$ cat src/rtl/rgb_hsv_pipe.sv
// Six-stage streaming RGB -> HSV converter with one global stall enable and sideband passthrough.
// Stages: 1 capture, 2 max/min, 3 hue numerator, 4 hue divide, 5 saturation divide, 6 output.
module rgb_hsv_pipe #(
  parameter int DW    = 8,
  parameter int HUE_W = 8,
  parameter int SB_W  = 2
) (
  input  logic             clk,
  input  logic             rst_l,
  input  logic             in_valid,
  output logic             in_ready,
  input  logic [DW-1:0]    in_red,
  input  logic [DW-1:0]    in_green,
  input  logic [DW-1:0]    in_blue,
  input  logic [SB_W-1:0]  in_sb,
  input  logic             cfg_hue_mode,
  output logic             out_valid,
  input  logic             out_ready,
  output logic [DW-1:0]    out_red,
  output logic [DW-1:0]    out_green,
  output logic [DW-1:0]    out_blue,
  output logic [HUE_W-1:0] out_hue,
  output logic [DW-1:0]    out_sat,
  output logic [DW-1:0]    out_val,
  output logic [SB_W-1:0]  out_sb
);
  localparam int NS = 6;
  localparam int HW = DW + 3;     // holds 6*delta
  localparam int MW = HUE_W + 1;  // holds HMAX = 2^HUE_W
  localparam int PW = HW + MW;    // holds h6*HMAX without truncation
  localparam int SW = 2 * DW;

  typedef enum logic [1:0] {SEL_R, SEL_G, SEL_B} sel_t;

  logic            en;
  logic [NS-1:0]   vld_reg;
  logic [DW-1:0]   red_reg   [NS];
  logic [DW-1:0]   green_reg [NS];
  logic [DW-1:0]   blue_reg  [NS];
  logic [SB_W-1:0] sb_reg    [NS];

  logic             mode1_reg, mode2_reg;
  sel_t             sel2_reg;
  logic [DW-1:0]    max2_reg, delta2_reg;
  logic [PW-1:0]    num3_reg;
  logic [HW-1:0]    den3_reg;
  logic [DW-1:0]    max3_reg, delta3_reg;
  logic [HUE_W-1:0] hue4_reg, hue5_reg, hue6_reg;
  logic [DW-1:0]    max4_reg, delta4_reg, max5_reg, sat5_reg, sat6_reg, val6_reg;

  sel_t             sel_next;
  logic [DW-1:0]    max_next, min_next;
  logic [HW-1:0]    d_ext, r_ext, g_ext, b_ext, h6_next;
  logic [MW-1:0]    hmax_next;
  logic [HUE_W-1:0] hue_next;
  logic [DW-1:0]    sat_next;

  assign en        = out_ready | ~vld_reg[NS-1];
  assign in_ready  = en;
  assign out_valid = vld_reg[NS-1];

  // Max ties resolve red > blue > green; min ties green > blue > red.
  always_comb begin
    sel_next = SEL_R;
    max_next = red_reg[0];
    if (red_reg[0] >= green_reg[0] && red_reg[0] >= blue_reg[0]) begin
      sel_next = SEL_R;
      max_next = red_reg[0];
    end else if (blue_reg[0] >= green_reg[0]) begin
      sel_next = SEL_B;
      max_next = blue_reg[0];
    end else begin
      sel_next = SEL_G;
      max_next = green_reg[0];
    end
    if (green_reg[0] <= red_reg[0] && green_reg[0] <= blue_reg[0])
      min_next = green_reg[0];
    else if (blue_reg[0] <= red_reg[0])
      min_next = blue_reg[0];
    else
      min_next = red_reg[0];
  end

  // Sector numerator in modular HW-bit arithmetic; the final value is always in [0, 6*delta).
  always_comb begin
    d_ext = HW'(delta2_reg);
    r_ext = HW'(red_reg[1]);
    g_ext = HW'(green_reg[1]);
    b_ext = HW'(blue_reg[1]);
    case (sel2_reg)
      SEL_G:   h6_next = (d_ext << 1) + b_ext - r_ext;
      SEL_B:   h6_next = (d_ext << 2) + r_ext - g_ext;
      default: h6_next = (g_ext >= b_ext) ? (g_ext - b_ext) : (d_ext * HW'(6)) + g_ext - b_ext;
    endcase
    hmax_next = mode2_reg ? MW'(180) : (MW'(1) << HUE_W);
  end

  always_comb begin
    hue_next = (den3_reg == '0) ? '0 : HUE_W'(num3_reg / PW'(den3_reg));
    sat_next = (max4_reg == '0) ? '0
             : DW'((SW'({DW{1'b1}}) * SW'(delta4_reg)) / SW'(max4_reg));
  end

  always_ff @(posedge clk or negedge rst_l) begin
    if (!rst_l) begin
      vld_reg <= '0;
      for (int i = 0; i < NS; i++) begin
        red_reg[i]   <= '0;
        green_reg[i] <= '0;
        blue_reg[i]  <= '0;
        sb_reg[i]    <= '0;
      end
      mode1_reg  <= 1'b0;
      mode2_reg  <= 1'b0;
      sel2_reg   <= SEL_R;
      max2_reg   <= '0;
      delta2_reg <= '0;
      num3_reg   <= '0;
      den3_reg   <= '0;
      max3_reg   <= '0;
      delta3_reg <= '0;
      hue4_reg   <= '0;
      max4_reg   <= '0;
      delta4_reg <= '0;
      hue5_reg   <= '0;
      sat5_reg   <= '0;
      max5_reg   <= '0;
      hue6_reg   <= '0;
      sat6_reg   <= '0;
      val6_reg   <= '0;
    end else if (en) begin
      vld_reg      <= {vld_reg[NS-2:0], in_valid};
      red_reg[0]   <= in_red;
      green_reg[0] <= in_green;
      blue_reg[0]  <= in_blue;
      sb_reg[0]    <= in_sb;
      for (int i = 1; i < NS; i++) begin
        red_reg[i]   <= red_reg[i-1];
        green_reg[i] <= green_reg[i-1];
        blue_reg[i]  <= blue_reg[i-1];
        sb_reg[i]    <= sb_reg[i-1];
      end
      mode1_reg  <= cfg_hue_mode;
      mode2_reg  <= mode1_reg;
      sel2_reg   <= sel_next;
      max2_reg   <= max_next;
      delta2_reg <= max_next - min_next;
      num3_reg   <= PW'(h6_next) * PW'(hmax_next);
      den3_reg   <= d_ext * HW'(6);
      max3_reg   <= max2_reg;
      delta3_reg <= delta2_reg;
      hue4_reg   <= hue_next;
      max4_reg   <= max3_reg;
      delta4_reg <= delta3_reg;
      hue5_reg   <= hue4_reg;
      sat5_reg   <= sat_next;
      max5_reg   <= max4_reg;
      hue6_reg   <= hue5_reg;
      sat6_reg   <= sat5_reg;
      val6_reg   <= max5_reg;
    end
  end

  assign out_red   = red_reg[NS-1];
  assign out_green = green_reg[NS-1];
  assign out_blue  = blue_reg[NS-1];
  assign out_sb    = sb_reg[NS-1];
  assign out_hue   = hue6_reg;
  assign out_sat   = sat6_reg;
  assign out_val   = val6_reg;

endmodule

$ cat config.mk
export PLATFORM = sky130hd
export DESIGN_NAME = rgb_hsv_pipe
export DESIGN_NICKNAME = d
export VERILOG_FILES = /design/src/rtl/rgb_hsv_pipe.sv
export SDC_FILE = /design/constraint.sdc
export NUM_CORES = 2
export LEC_CHECK = 0
export ABC_AREA = 1
export CELL_PAD_IN_SITES_DETAIL_PLACEMENT = 1
export CELL_PAD_IN_SITES_GLOBAL_PLACEMENT = 1
export CORE_ASPECT_RATIO = 0.9
export CORE_MARGIN = 3
export CORE_UTILIZATION = 52
export CTS_BUF_LIST = sky130_fd_sc_hd__clkbuf_4
export DETAILED_ROUTE_END_ITERATION = 6
export GPL_TIMING_DRIVEN = 0
export PLACE_DENSITY_LB_ADDON = 0.1
export SYNTH_ARGS = -nofsm -noshare
export SYNTH_HDL_FRONTEND = slang
export SYNTH_SLANG_ARGS = --single-unit
export TNS_END_PERCENT = 50
$ cat constraint.sdc
create_clock -name clk -period 65.4 [get_ports clk]
set_clock_uncertainty 0.15 [all_clocks]
set_input_delay 6.54 -clock clk [delete_from_list [all_inputs] [get_ports clk]]
set_output_delay 6.54 -clock clk [all_outputs]
set_load 0.005 [all_outputs]
==> PnR_summary.wiki <==
{| class="wikitable"
! Metric !! Value
|-
| Synth async-reset ratio || 100%
|-
| Vias per Instance || 5.49
|-
| Die width || 260 µm
|-
| Dominant synthesized flop cell || sky130_fd_sc_hd__dfrtp_1
|-
| Detail-routed net length per standard cell || 17.7 µm
|-
| Final setup violation count || 0
|-
| Fraction of layout instances using a drive strength above 1 || 6.71%
|-
| Average size of a mapped cell || 7.19 µm²
|-
| Met3 layer wire length in the routed design || 3920 µm
|-
| Most Frequent Cell on Critical Path || sky130_fd_sc_hd__nand2_1
|-
| Final sum of negative setup slack || 0 ns
|-
| Critical Path Max Stage Delay || 0.71 ns
|-
| Max-Slew Margin vs Limit || 8.84%
|-
| Post-synthesis cell area || 30200 µm²
|-
| Clock sink count || 297
|-
| Std-Cell Rows || 83
|-
| CTS root buffer || sky130_fd_sc_hd__clkbuf_4
|-
| Cell with the biggest individual delay on the critical path || sky130_fd_sc_hd__inv_1
|-
| H-tree depth reported by CTS || 3
|-
| Crit start category || register
|-
| Post-CTS setup repair buffer count || 0
|-
| Number of instances in the synthesized netlist || 4195
|-
| Flip-flop and latch count after synthesis || 297
|-
| Effective utilization at floorplan || 52.7%
|-
| Post-CTS Resized || 0
|-
| Via count of the first global-routing pass || 29900
|-
| Worst setup EP type || register
|-
| Crit share post-route || 62.6%
|-
| Clock insertion delay at the later pin of the skew report || 0.81 ns
|-
| Vertical die dimension || 235 µm
|-
| Clk buf depth || 3
|-
| DR WL met2 || 42700 µm
|-
| DR vias || 28400
|-
| Maximum number of pins on one net before global-route repair || 120
|-
| Critical-path maximum fanout || 20
|-
| Leading area contributor after synthesis || sky130_fd_sc_hd__dfrtp_1
|-
| Clock slew at reported path FFs || 0.09 ns
|-
| Synth area leaders || sky130_fd_sc_hd__dfrtp_1 (25%), sky130_fd_sc_hd__ha_1 (17%), sky130_fd_sc_hd__nand2_1 (15%)
|-
| Inserted Clock Buffers || 77
|-
| Path type of the worst min-delay path || reg -> reg
|-
| Gpl congestion || 0.903
|-
| Required time of the critical path || 65.89 ns
|-
| Count of final max-slew check failures || 0
|-
| Total routed wire length on the met1 layer || 42600 µm
|-
| Hold Vio Cnt, Final || 0
|-
| Total Routing Usage GR || 30.4%
|-
| Top layer reached by signal wires || met5
|-
| Number of warnings reported in the yosys synthesis log || 0
|-
| Total of hold buffers inserted after clock tree synthesis || 0
|-
| DP Wirelength || 73400 µm
|-
| Kind of critical path || reg -> reg
|-
| Aggregate routed wire length || 91900 µm
|-
| Top-Level Pins || 83
|-
| Yosys cell types || 66
|-
| Core Area || 57200 µm²
|-
| Portion of the post-synthesis area used by sequential elements || 24.6%
|-
| Minimum clock period after layout || 40.92 ns
|-
| Number of flops mapped to enable cells by yosys || 0
|-
| Number of nets still failing antenna checks after routing || 0
|-
| Area overhead of the layout relative to synthesis || 9.11%
|-
| Placement Setup Slack || 24.79 ns
|-
| First-pass detailed-route iteration total || 5
|-
| Status || complete, no violations
|-
| Number of maximum-capacitance violations || 0
|-
| Post-layout net count || 4871
|-
| Tightest Pin Transition || 1.37 ns
|-
| Share of the synthesized area in the top cell type || 24.6%
|-
| DRC errors left || 0
|-
| Unrepaired setup endpoints after global routing || no
|-
| Initial antenna violation count || 2
|-
| Initial DRC count || 1463
|-
| Max Freq || 24.4 MHz
|-
| Port Buf Inserts || 82
|-
| CTS tree || yes
|-
| Final worst slack || 24.48 ns
|-
| First-pass GRT wire length || 150000 µm
|-
| Arrival time reported for the critical path endpoint || 41.41 ns
|-
| Remaining global-route overflow || 0
|-
| Die Footprint || 61000 µm²
|}
-- per-layer routing --
layer / GRT usage [%] / up-vias
met5: 0 / -
met1: 40.0 / 13900
met2: 51.7 / 520
met3: 4.42 / 188
met4: 9.32 / 2
li1: - / 13900
-- cells in the mapped netlist, drive strengths merged, types with 2 or more instances --
library cell,number
a211oi,6
a21boi,4
a21o,49
a21oi,143
a221oi,8
a31oi,15
and2,10
buf,37
clkbuf,102
clkinv,4
dfrtp,297
fa,70
ha,409
inv,590
nand2,1273
nand3,162
nand3b,7
nand4,32
nor2,227
nor3,24
nor3b,2
nor4,7
o211ai,13
o21a,2
o21ai,403
o21bai,46
o221ai,6
o22ai,6
o311ai,2
o31ai,12
or2,33
xnor2,74
xor2,112
-- through the flow --
step,area (µm²),hold slack [ns],cells,utilization (%)
after global placement,32000,0.300,5045,55.9
after CTS,32900,0.297,5175,57.5
final,32900,0.297,5176,57.5
after floorplan,30200,0.290,4198,-
after detailed placement,32000,0.310,5047,56.0
after global routing,32900,0.331,5176,57.5
-- worst paths after layout --
kind	start	to	slack (ns)	depth (start not counted)
max	delta3_reg[0]$_DFFE_PN0P_	hue4_reg[0]$_DFFE_PN0P_	24.48	253
min reg2reg	hue5_reg[5]$_DFFE_PN0P_	out_hue[5]$_DFFE_PN0P_	0.30	2
max reg2reg	delta3_reg[0]$_DFFE_PN0P_	hue4_reg[0]$_DFFE_PN0P_	24.48	253
max in group asynchronous	rst_l	max5_reg[5]$_DFFE_PN0P_	58.02	3
min in group asynchronous	rst_l	out_green[4]$_DFFE_PN0P_	5.51	1
min	hue5_reg[5]$_DFFE_PN0P_	out_hue[5]$_DFFE_PN0P_	0.30	2
-- cells in the final DEF, fill, tap and decap left out, types with 102 or more instances in the layout --
cell	n
sky130_fd_sc_hd__nand2_1	1238
sky130_fd_sc_hd__inv_1	577
sky130_fd_sc_hd__ha_1	409
sky130_fd_sc_hd__o21ai_0	365
sky130_fd_sc_hd__dfrtp_1	297
sky130_fd_sc_hd__nor2_1	206
sky130_fd_sc_hd__nand3_1	142
sky130_fd_sc_hd__a21oi_1	140
sky130_fd_sc_hd__xor2_1	111
sky130_fd_sc_hd__clkbuf_1	102
sky130_fd_sc_hd__clkbuf_4	102
-- cell type report --
cell class,count,area [µm²]
multi-input cells,3168,19900
clock buffers,102,766
inverters,594,2230
diodes,1,2.50
fillers,7622,24300
well taps,765,957
flip-flops and latches,297,7430
clock inverters,26,131
repair buffers,84,881
plain buffers,139,657
-- critical path: cells and delay by family (launching register included) --
family / cells / cell delay, ns
DFF: 1 / 0.44
buffers and inverters: 46 / 7.84
AOI/OAI and AO/OA: 70 / 13.07
adders and majority gates: 19 / 6.20
and+or+nand+nor: 118 / 12.99
-- cells by family after synthesis --
| logic type | after synthesis | synth area share [%] |
|---|---|---|
| buffers and inverters | 733 | 9.57 |
| other | 1 | 0.0124 |
| XOR/XNOR | 186 | 5.42 |
| adder cells (fa/ha/maj) | 479 | 21.6 |
| AND/OR/NAND/NOR | 1779 | 25.1 |
| AO/OA/AOI/OAI | 720 | 13.7 |
| flip-flops | 297 | 24.6 |
Power is not shown: default switching activity piles up to over one toggle a cycle in this logic, so the estimate is an artifact.
